### src/rtl/game_timer_ctrl.sv
// -----------------------------------------------------------------------------
// game_timer_ctrl
//
// Game-level controller placed directly after the countdown timer of the
// sliding-puzzle design. It runs the IDLE/RUN/PAUSE/DONE game flow and drives
// the timer's load/enable pins. It detects the end of a game, either by time-up
// at 0:00 or by a solved board. It also registers BCD digits and a low-time
// warning/blink for the seven-segment display stage.
//
// Ports
//   clk           in   system clock, rising edge
//   reset         in   synchronous active-high reset
//   start         in   pulse: IDLE -> RUN, DONE -> IDLE
//   pause_toggle  in   pulse: RUN <-> PAUSE
//   solved        in   pulse: board solved (honoured in RUN only)
//   minute_in     in   live timer minutes (0..9 expected)
//   second_in     in   live timer seconds (0..59 expected)
//   timer_load_n  out  0 = timer holds/loads its preset
//   timer_enable  out  1 = timer counts down
//   state         out  IDLE=0, RUN=1, PAUSE=2, DONE=3 (raw state register)
//   time_up       out  sticky: game ended on 0:00
//   won           out  sticky: game ended by solved
//   warning       out  low remaining time while game active (registered)
//   blink         out  square wave while warning is high
//   min_digit     out  BCD minutes (registered)
//   sec_tens      out  BCD seconds tens (registered)
//   sec_ones      out  BCD seconds ones (registered)
//
// Control inputs are level-sampled single-cycle pulses, synchronous to clk.
// Nothing here edge-detects them: a pulse held high acts again on every edge.
// -----------------------------------------------------------------------------
module game_timer_ctrl #(
  parameter int WARN_SECONDS = 10,
  parameter int BLINK_DIV    = 25000000
) (
  input  logic       clk,
  input  logic       reset,
  input  logic       start,
  input  logic       pause_toggle,
  input  logic       solved,
  input  logic [3:0] minute_in,
  input  logic [5:0] second_in,
  output logic       timer_load_n,
  output logic       timer_enable,
  output logic [1:0] state,
  output logic       time_up,
  output logic       won,
  output logic       warning,
  output logic       blink,
  output logic [3:0] min_digit,
  output logic [3:0] sec_tens,
  output logic [3:0] sec_ones
);

  localparam int             CNT_W     = (BLINK_DIV > 1) ? $clog2(BLINK_DIV) : 1;
  localparam logic [CNT_W-1:0] CNT_RELOAD = CNT_W'(BLINK_DIV - 1);
  localparam logic [9:0]     WARN_LIM  = 10'(WARN_SECONDS);

  typedef enum logic [1:0] {
    S_IDLE  = 2'd0,
    S_RUN   = 2'd1,
    S_PAUSE = 2'd2,
    S_DONE  = 2'd3
  } state_t;

  state_t cur_state, nxt_state;
  logic   won_nxt, time_up_nxt;

  // ---------------------------------------------------------------------------
  // Game FSM
  // ---------------------------------------------------------------------------
  always_ff @(posedge clk) begin
    if (reset) begin
      cur_state <= S_IDLE;
      won       <= 1'b0;
      time_up   <= 1'b0;
    end else begin
      cur_state <= nxt_state;
      won       <= won_nxt;
      time_up   <= time_up_nxt;
    end
  end

  always_comb begin
    nxt_state    = cur_state;
    won_nxt      = won;
    time_up_nxt  = time_up;
    timer_load_n = 1'b1;
    timer_enable = 1'b0;
    case (cur_state)
      S_IDLE: begin
        timer_load_n = 1'b0;
        if (start) nxt_state = S_RUN;
      end
      S_RUN: begin
        timer_enable = 1'b1;
        // A solved board on the very edge time runs out still counts as a win.
        if (solved) begin
          nxt_state = S_DONE;
          won_nxt   = 1'b1;
        end else if (minute_in == 4'd0 && second_in == 6'd0) begin
          // Live inputs: enable drops on this edge so the timer stays at 0:00.
          nxt_state   = S_DONE;
          time_up_nxt = 1'b1;
        end else if (pause_toggle) begin
          nxt_state = S_PAUSE;
        end
      end
      S_PAUSE: begin
        if (pause_toggle) nxt_state = S_RUN;
      end
      S_DONE: begin
        if (start) begin
          nxt_state   = S_IDLE;
          won_nxt     = 1'b0;
          time_up_nxt = 1'b0;
        end
      end
      default: nxt_state = S_IDLE;
    endcase
  end

  assign state = cur_state;

  // ---------------------------------------------------------------------------
  // Display digits and warning
  // ---------------------------------------------------------------------------
  logic [3:0] min_c;
  logic [5:0] sec_c;
  logic [5:0] tens_w, ones_w;
  logic [9:0] total;
  logic       warn_nxt;

  always_comb begin
    min_c  = (minute_in > 4'd9)  ? 4'd9  : minute_in;
    sec_c  = (second_in > 6'd59) ? 6'd59 : second_in;
    tens_w = sec_c / 6'd10;
    ones_w = sec_c % 6'd10;
    // Warning threshold uses the raw (unclamped) inputs.
    total    = ({6'd0, minute_in} * 10'd60) + {4'd0, second_in};
    warn_nxt = ((cur_state == S_RUN) || (cur_state == S_PAUSE)) &&
               (total != 10'd0) && (total <= WARN_LIM);
  end

  always_ff @(posedge clk) begin
    if (reset) begin
      min_digit <= 4'd0;
      sec_tens  <= 4'd0;
      sec_ones  <= 4'd0;
      warning   <= 1'b0;
    end else begin
      min_digit <= min_c;
      sec_tens  <= tens_w[3:0];
      sec_ones  <= ones_w[3:0];
      warning   <= warn_nxt;
    end
  end

  // ---------------------------------------------------------------------------
  // Blink generator
  // blink is cleared on the same edge that warning falls, and the counter
  // only starts counting once warning is already high, so the first rise of
  // blink lands BLINK_DIV edges after warning rises.
  // ---------------------------------------------------------------------------
  logic [CNT_W-1:0] blink_cnt;

  always_ff @(posedge clk) begin
    if (reset) begin
      blink_cnt <= CNT_RELOAD;
      blink     <= 1'b0;
    end else if (!warn_nxt) begin
      blink_cnt <= CNT_RELOAD;
      blink     <= 1'b0;
    end else if (!warning) begin
      blink_cnt <= CNT_RELOAD;
    end else if (blink_cnt == '0) begin
      blink_cnt <= CNT_RELOAD;
      blink     <= ~blink;
    end else begin
      blink_cnt <= blink_cnt - 1'b1;
    end
  end

endmodule

### config.mk
export PLATFORM = sky130hd
export DESIGN_NAME = game_timer_ctrl
export DESIGN_NICKNAME = d
export VERILOG_FILES = /design/src/rtl/game_timer_ctrl.sv
export SDC_FILE = /design/constraint.sdc
export NUM_CORES = 1
export LEC_CHECK = 0
export BUFFER_PORTS_ARGS = -buffer_cell sky130_fd_sc_hd__buf_2
export CAP_MARGIN = 20
export CORE_MARGIN = 2
export CORE_UTILIZATION = 58
export DETAILED_ROUTE_END_ITERATION = 6
export GPL_TIMING_DRIVEN = 0
export HOLD_SLACK_MARGIN = 0.02
export PLACE_DENSITY = 0.83
export SYNTH_ARGS = -nofsm -noshare
export SYNTH_HDL_FRONTEND = slang
export SYNTH_SLANG_ARGS = --single-unit
export TNS_END_PERCENT = 100
### constraint.sdc
create_clock -name clk -period 3.9 [get_ports clk]
set_input_delay 0.195 -clock clk [delete_from_list [all_inputs] [get_ports clk]]
set_output_delay 0.195 -clock clk [all_outputs]
set_load 0.02 [all_outputs]
==> results of run 1 <==
cells by family (layout without fill, tap and decap cells):
logic type,after synthesis,count (layout)
compound gates,41,41
fa+ha+maj,33,33
mux,3,3
flops,42,42
other cells,1,1
simple gates,122,122
xor+xnor,30,30
buf+inv,44,85
state kept, by name (all words and copies together) (netlist names):
register,flops
blink,1
blink_cnt,25
min_digit,4
sec_ones,4
sec_tens,3
state,2
time_up,1
warning,1
won,1
Yosys cell counts, types with 8 or more instances:
cell / number / share of area
dfxtp_1: 42 / 0.31
xor2_1: 15 / 0.048
nand4_1: 17 / 0.039
inv_1: 29 / 0.040
ha_1: 26 / 0.12
nor2_1: 29 / 0.040
and4_1: 8 / 0.026
nand2_1: 14 / 0.019
a21oi_1: 16 / 0.029
clkbuf_1: 11 / 0.015
xnor2_1: 15 / 0.048
nor3_1: 9 / 0.017
cells in the final DEF (no fill, tap or decap), types with 3 or more instances in the layout:
master and instances:
a21oi_1 16, nor3b_1 4, o31ai_1 4, nor2_1 29, clkbuf_8 5, nand4_1 17
and4_1 8, clkbuf_1 9, nand2b_1 6, inv_1 29, and2_1 3, fa_1 6
and3_1 3, dfxtp_1 42, xor2_1 15, nor4b_1 4, nor3_1 9, ha_1 26
or4_1 5, xnor2_1 15, nor2b_1 5, a211oi_1 3, nor4_1 7, nand3_1 3
o21ai_0 6, buf_2 35, nand2_1 14
worst max path at each step:
stage | startpoint | to | cells after the start
after floorplan | minute_in[2] | blink_cnt[16] | 12
after global placement | minute_in[2] | blink_cnt[16] | 13
after detailed placement | minute_in[2] | blink_cnt[20] | 13
after CTS | minute_in[2] | blink_cnt[20] | 13
after global routing | minute_in[2] | blink_cnt[22] | 13
final | minute_in[2] | blink_cnt[20] | 13
routing by layer:
metal / GRT usage / wire length [um]
met5: 0 / 0
met4: 0.0823 / 80
met3: 0.0431 / 207
met1: 0.284 / 2660
met2: 0.351 / 2550
worst max-delay path, stage by stage:
cell and delay, ns:
buf_2 0.12, inv_1 0.24, fa_1 0.52, fa_1 0.52, inv_1 0.07, fa_1 0.48
ha_1 0.33, nor3b_1 0.17, o21ai_0 0.11, nor4b_1 0.30, mux2_2 0.30, clkbuf_2 0.27
nand4_1 0.14
metrics by stage:
step	util	TNS [ns]	setup WS, ns	power (uW)
after global routing	0.689	0	0.0997	1200
after detailed placement	0.664	-1.20	-0.114	805
after floorplan	-	0	0.395	719
after global placement	0.664	-1.09	-0.0781	796
after CTS	0.689	0	0.192	1150
final	0.689	0	0.296	1140
what timing repair did:
item / in CTS / in global routing
gates resized for setup: 0 / 4
setup endpoints to repair: 0 / 15
hold buffers: 0 / 0
cell type report:
class                           count  share of cell area
Clock buffer                        5              0.0225
Multi-Input combinational cell    230               0.556
Inverter                           29              0.0355
Clock inverter                      3              0.0131
Timing Repair Buffer               33              0.0539
Tap cell                           52              0.0212
Buffer                             15              0.0237
Sequential cell                    42               0.274
power breakdown:
part / internal, uW / total [uW] / switching [uW] / leakage (uW)
registers: 444 / 452 / 8.63 / 0.000342
clock network: 188 / 341 / 152 / 0.0000579
logic: 135 / 349 / 214 / 0.000965
==> impl_metrics.env, run 1 <==
export IMPL_outcome="finished clean"
export IMPL_peakVddDrop_uv=181
export IMPL_ios=35
export IMPL_drv_slew=0
export IMPL_register_area_um2=841
export IMPL_die_w_um=72.5
export IMPL_min_path_type="input port to flip-flop"
export IMPL_slew_headroom=0.405
export IMPL_track_usage=0.216
export IMPL_r2r_setup_slack_ns=1.34
export IMPL_cts_tree="done"
export IMPL_grt_overflow=0
export IMPL_reg2regPathDepth=7
export IMPL_grt_pass1_wl_um=8970
export IMPL_max_slew_worst_pin_slew_ns=0.884
export IMPL_cts_root_buf="clkbuf_8"
export IMPL_synth_cells=316
export IMPL_period_minus_slack_ns=3.60
export IMPL_synth_area_um2=2720
export IMPL_n_fill_cell=379
export IMPL_die_area_um2=5260
export IMPL_path_clk_slew_ns=0.08
export IMPL_synthArstFlopShare=0
export IMPL_synth_adder_area_share=0.167
export IMPL_crit_path_end_kind="flip-flop"
export IMPL_required_ns=4.06
export IMPL_ys_types=45
export IMPL_drv_cap=0
export IMPL_fin_area_um2=3060
export IMPL_clock_latency_ns=0.30
export IMPL_grt_max_degree=14
export IMPL_antenna_found_initial=0
export IMPL_finalCritPeriodShare=0.924
export IMPL_clock_path_buffers=2
export IMPL_syn_to_final_growth_pct=12.5
export IMPL_placed_cells=401
export IMPL_power_leakage_uw=0.00136
export IMPL_hold_path_depth=2
export IMPL_place_area_um2=2950
export IMPL_drt_wl_total_um=5500
export IMPL_wl_per_cell_um=13.4
export IMPL_vias=2318
export IMPL_muxShareOfSynthArea=0.0115
export IMPL_yosys_area_share_simple=0.255
export IMPL_fin_cells=409
export IMPL_antenna_cells=0
export IMPL_synth_edf_count=0
export IMPL_hold_start="reset"
export IMPL_synth_ff_type="dfxtp_1"
export IMPL_yosysWarnings=0
export IMPL_vias_per_cell=5.67
export IMPL_avgSynthCellArea_um2=8.62
export IMPL_cts_sinks=42
export IMPL_synth_top_family_by_area="simple AND/OR/NAND/NOR gates"
export IMPL_drt_iter0_markers=98
export IMPL_criticalPathCategory="input port to flip-flop"
export IMPL_ys_ff_latch=42
export IMPL_power_density_nw_per_um2=373
export IMPL_cp_max_fo=10
export IMPL_r2r_start="blink_cnt[4]"
export IMPL_antenna_left=0
export IMPL_portBuffers=33
export IMPL_seq_area_frac_synth=0.309
export IMPL_multiInputGateArea_um2=1700
export IMPL_fin_skew_ns=0.00492
export IMPL_numCtsBuffers=5
export IMPL_rows=24
export IMPL_holdWs_ns=0.154
export IMPL_start_util=0.613
export IMPL_max_freq_mhz=277
export IMPL_drc=0
export IMPL_drive_gt1_frac=0.140
export IMPL_syn_nets=363
export IMPL_first_global_vias=2037
export IMPL_nets=403
export IMPL_cp_start_kind="input port"
export IMPL_setup_viol=0
export IMPL_hold_path_end="sec_tens[1]"
export IMPL_arrival_ns=3.76
export IMPL_cts_setup_buffers=0
export IMPL_core_area_um2=4440
export IMPL_rsz0062_at_grt="false"
export IMPL_synth_compound_area_frac=0.0938
export IMPL_synth_xor_area_frac=0.0965
export IMPL_dp_hpwl_um=4100
export IMPL_r2r_end="blink_cnt[21]"
export IMPL_dr_pass1_iters=4
export IMPL_htreeDepth=2
export IMPL_die_y_um=72.5
export IMPL_gp_congestion=0.819
export IMPL_hold_violations=0
Power figures use the tool's default switching activity.
==> run 2: changes to the inputs <==
GPL_TIMING_DRIVEN = not set   (was 0)
clock period = 3.6 ns   (was 3.9 ns; I/O delays follow)
==> impl_metrics.env, run 2 (synthesis results as in run 1) <==
export IMPL_crit_slowest_cell="fa_1"
export IMPL_criticalPathCategory="input port to flip-flop"
export IMPL_drt_iter0_markers=213
export IMPL_p_clk_frac=0.341
export IMPL_finalCritPeriodShare=0.899
export IMPL_rows=24
export IMPL_vias=2338
export IMPL_htreeDepth=2
export IMPL_r2r_setup_slack_ns=1.07
export IMPL_setup_slack_ns=0.362
export IMPL_min_path_type="input port to flip-flop"
export IMPL_cp_top_family="adder cells"
export IMPL_antenna_cells=0
export IMPL_drc=0
export IMPL_required_ns=3.74
export IMPL_cp_start_kind="input port"
export IMPL_cts_root_buf="clkbuf_8"
export IMPL_p_int_uw=934
export IMPL_core_area_um2=4440
export IMPL_cts_sinks=42
export IMPL_first_global_vias=2180
export IMPL_cts_setup_buffers=0
export IMPL_drt_wl_total_um=5620
export IMPL_fin_area_um2=3080
export IMPL_antenna_left=0
export IMPL_setup_viol=0
export IMPL_clock_path_buffers=2
export IMPL_hold_buffers=0
export IMPL_reg_top3="blink_cnt: 25 flops, min_digit: 4 flops, sec_ones: 4 flops"
export IMPL_gp_congestion=0.796
export IMPL_tns_ns=0
export IMPL_ios=35
export IMPL_path_buf_inv=4
export IMPL_wl_per_cell_um=14.1
export IMPL_hold_violations=0
export IMPL_dp_hpwl_um=4030
export IMPL_syn_to_final_growth_pct=13.1
export IMPL_layout_commonest_cell="dfxtp_1"
export IMPL_path_cells="buf_2, inv_1, fa_1, fa_1, inv_1, fa_1, ha_1, nor3b_1, o21ai_0, nor4b_1, mux2_2, buf_12, nand4_1"
export IMPL_crit_path_end_kind="flip-flop"
export IMPL_die_w_um=72.5
export IMPL_grt_pass1_wl_um=9650
export IMPL_drive_gt1_frac=0.144
export IMPL_fin_cells=399
export IMPL_p_switching_uw=404
export IMPL_placed_cells=391
export IMPL_cp_max_fo=27
export IMPL_slew_headroom=0.409
export IMPL_outcome="finished clean"
export IMPL_p_sw_frac=0.302
export IMPL_place_area_um2=2940
export IMPL_pre_cts_ws_ns=0.0578
export IMPL_peakVddDrop_uv=248
export IMPL_nets=393
export IMPL_cts_tree="done"
export IMPL_dr_pass1_iters=4
export IMPL_final_cell_mix="dfxtp_1 (42), buf_2 (33), inv_1 (29), nor2_1 (29), ha_1 (26)"
export IMPL_max_freq_mhz=309
export IMPL_arrival_ns=3.37
export IMPL_p_total_uw=1340
export IMPL_max_slew_worst_pin_slew_ns=0.880
export IMPL_grt_overflow=0
export IMPL_max_flop_register="blink_cnt"
export IMPL_cts_resized=0
export IMPL_start_util=0.613
export IMPL_fin_skew_ns=0.00343
export IMPL_die_y_um=72.5
export IMPL_drv_cap=0
export IMPL_cp_common_cell="fa_1"
export IMPL_power_density_nw_per_um2=434
export IMPL_antenna_found_initial=0
export IMPL_numCtsBuffers=5
export IMPL_period_minus_slack_ns=3.24
export IMPL_largest_reg_flops=25
export IMPL_p_comb_frac=0.293
export IMPL_portBuffers=33
export IMPL_clock_latency_ns=0.29
export IMPL_drv_slew=0
export IMPL_die_area_um2=5260
export IMPL_grt_max_degree=28
export IMPL_rsz0062_at_grt="false"
export IMPL_power_leakage_uw=0.00137
export IMPL_p_seq_frac=0.367
export IMPL_cpPeakStageDelay_ns=0.52
export IMPL_path_clk_slew_ns=0.08
export IMPL_track_usage=0.229
export IMPL_vias_per_cell=5.86
-- run 2: cell types whose count changed in the layout (fill, tap and decap cells not counted) --
cell | previous run | this run
clkbuf_2 | 2 | 0
nor3_2 | 0 | 1
buf_4 | 1 | 4
buf_12 | 0 | 1
buf_2 | 35 | 33
clkinv_2 | 2 | 0
nor3_1 | 9 | 8
buf_6 | 1 | 0
clkbuf_1 | 9 | 0
bufinv_16 | 1 | 2
clkbuf_8 | 5 | 6
-- run 2: final timing paths --
check / from / end / cells past startpoint
hold reg to reg: blink_cnt[0] / blink_cnt[0] / 1
setup / recovery: minute_in[1] / blink_cnt[3] / 13
hold / removal: second_in[0] / sec_ones[0] / 3
setup reg to reg: blink_cnt[2] / blink_cnt[21] / 6
-- run 2: worst min-delay path: stages --
cell,delay (ns)
buf_2,0.11
a41oi_1,0.06
nor2_1,0.07
-- run 2: cell type report --
type	instances	area, um^2
sequential	42	841
inverter	29	109
clock buffer	6	82.6
clock inverter	2	60.1
timing repair buffer	38	215
tap	52	65.1
fill	367	1360
multi-input combinational	230	1710
-- run 2: metrics by stage --
| step | utilization | hold WS (ns) |
|---|---|---|
| 2_1_floorplan | - | 0.252 |
| 3_3_place_gp | 0.661 | 0.423 |
| 3_5_place_dp | 0.661 | 0.429 |
| 4_1_cts | 0.693 | 0.162 |
| 5_1_grt | 0.693 | 0.181 |
| 6_report | 0.693 | 0.171 |
-- run 2: layer usage --
layer,part of all wire,track usage,routed length (um),vias to the layer above
li1,-,-,-,1161
met1,0.45,0.295,2510,1110
met2,0.50,0.396,2820,58
met3,0.034,0.0375,192,9
met4,0.016,0.0700,92,0
met5,0,0,0,-
-- run 2: power groups by stage --
stage	sequential (uW)	clock, uW	combinational [uW]
3_5_place_dp	501	0	387
4_1_cts	491	460	392
3_3_place_gp	501	0	376
5_1_grt	493	476	438
2_1_floorplan	521	0	257
6_report	490	456	392
==> run 3: changes to the inputs <==
clock period = 3.5 ns   (was 3.6 ns; I/O delays follow)
==> impl_metrics.env, run 3 (synthesis results as in run 1) <==
export IMPL_power_leakage_uw=0.00135
export IMPL_cts_root_buf="clkbuf_8"
export IMPL_placed_cells=391
export IMPL_cp_max_fo=27
export IMPL_vias=2300
export IMPL_holdWs_ns=0.158
export IMPL_layout_commonest_cell="dfxtp_1"
export IMPL_antenna_found_initial=0
export IMPL_die_w_um=72.5
export IMPL_arrival_ns=3.39
export IMPL_largest_reg_flops=25
export IMPL_drv_cap=0
export IMPL_cts_setup_buffers=0
export IMPL_fin_skew_ns=0.00646
export IMPL_clock_latency_ns=0.30
export IMPL_ios=35
export IMPL_vias_per_cell=5.76
export IMPL_syn_to_final_growth_pct=11.6
export IMPL_place_area_um2=2940
export IMPL_p_total_uw=1230
export IMPL_setup_viol=0
export IMPL_cts_tree="done"
export IMPL_max_slew_worst_pin_slew_ns=0.848
export IMPL_dp_hpwl_um=4070
export IMPL_antenna_left=0
export IMPL_nets=393
export IMPL_finalCritPeriodShare=0.924
export IMPL_dr_pass1_iters=6
export IMPL_start_util=0.613
export IMPL_setup_slack_ns=0.266
export IMPL_drive_gt1_frac=0.147
export IMPL_outcome="finished clean"
export IMPL_slew_headroom=0.434
export IMPL_grt_pass1_wl_um=9280
export IMPL_required_ns=3.65
export IMPL_cts_sinks=42
export IMPL_period_minus_slack_ns=3.23
export IMPL_die_y_um=72.5
export IMPL_drv_slew=0
export IMPL_final_cell_mix="dfxtp_1 (42), buf_2 (33), inv_1 (29), nor2_1 (29), ha_1 (26)"
export IMPL_hold_buffers=0
export IMPL_peakVddDrop_uv=212
export IMPL_fin_area_um2=3040
export IMPL_rows=24
export IMPL_cp_start_kind="input port"
export IMPL_crit_path_end_kind="flip-flop"
export IMPL_drc=0
export IMPL_antenna_cells=0
export IMPL_first_global_vias=2098
export IMPL_fin_cells=399
export IMPL_numCtsBuffers=5
export IMPL_core_area_um2=4440
export IMPL_grt_max_degree=28
export IMPL_portBuffers=33
export IMPL_drt_wl_total_um=5400
export IMPL_htreeDepth=2
export IMPL_power_density_nw_per_um2=406
export IMPL_pre_cts_ws_ns=-0.103
export IMPL_path_clk_slew_ns=0.08
export IMPL_gp_congestion=0.791
export IMPL_criticalPathCategory="input port to flip-flop"
export IMPL_die_area_um2=5260
export IMPL_r2r_setup_slack_ns=0.89
export IMPL_max_flop_register="blink_cnt"
export IMPL_wl_per_cell_um=13.5
export IMPL_drt_iter0_markers=209
export IMPL_min_path_type="input port to flip-flop"
export IMPL_reg_top3="blink_cnt: 25 flops, min_digit: 4 flops, sec_ones: 4 flops"
export IMPL_max_freq_mhz=309
export IMPL_clock_path_buffers=2
export IMPL_hold_violations=0
export IMPL_track_usage=0.220
export IMPL_grt_overflow=0
-- run 3: layout make-up --
| cell class | instances | area [um^2] |
|---|---|---|
| Fill cell | 373 | 1410 |
| Clock inverter | 3 | 25.0 |
| Multi-Input combinational cell | 230 | 1710 |
| Timing Repair Buffer | 38 | 215 |
| Sequential cell | 42 | 841 |
| Clock buffer | 5 | 68.8 |
| Tap cell | 52 | 65.1 |
| Inverter | 29 | 109 |
-- run 3: what timing repair did --
| item | in CTS | in global routing |
|---|---|---|
| setup endpoints to repair | 0 | 25 |
| endpoints found under the hold margin | 0 | 0 |
| gates resized for setup | 0 | 1 |
-- run 3: layer usage --
metal  vias up  GRT usage  routed length [um]
met2        41      0.372                2680
li1       1158          -                   -
met4         0     0.0638                  59
met1      1094      0.294                2530
met5         -          0                   0
met3         7     0.0333                 131
-- run 3: worst max-delay path, stage by stage --
cell	delay (ns)
buf_2	0.11
inv_1	0.07
fa_1	0.51
fa_1	0.52
inv_1	0.07
fa_1	0.47
ha_1	0.33
nor3b_1	0.17
o21ai_0	0.16
nor4b_2	0.31
mux2_2	0.22
buf_12	0.16
nand4_1	0.10
-- run 3: worst paths after layout --
path	from	to	cells after the start
min reg2reg	blink_cnt[0]	blink_cnt[0]	1
min	second_in[0]	sec_ones[0]	3
max	minute_in[1]	blink_cnt[14]	13
max reg2reg	blink_cnt[2]	blink_cnt[21]	6
-- run 3: through the flow --
step	TNS, ns	util
floorplan	0	-
global placement	0	0.661
detailed placement	-2.12	0.661
CTS	0	0.682
global route	-0.00530	0.684
finish	0	0.684
-- run 3: report_power, final --
group	switching (uW)	internal, uW
registers	9.82	495
logic	241	162
clock network	181	144
total	432	801
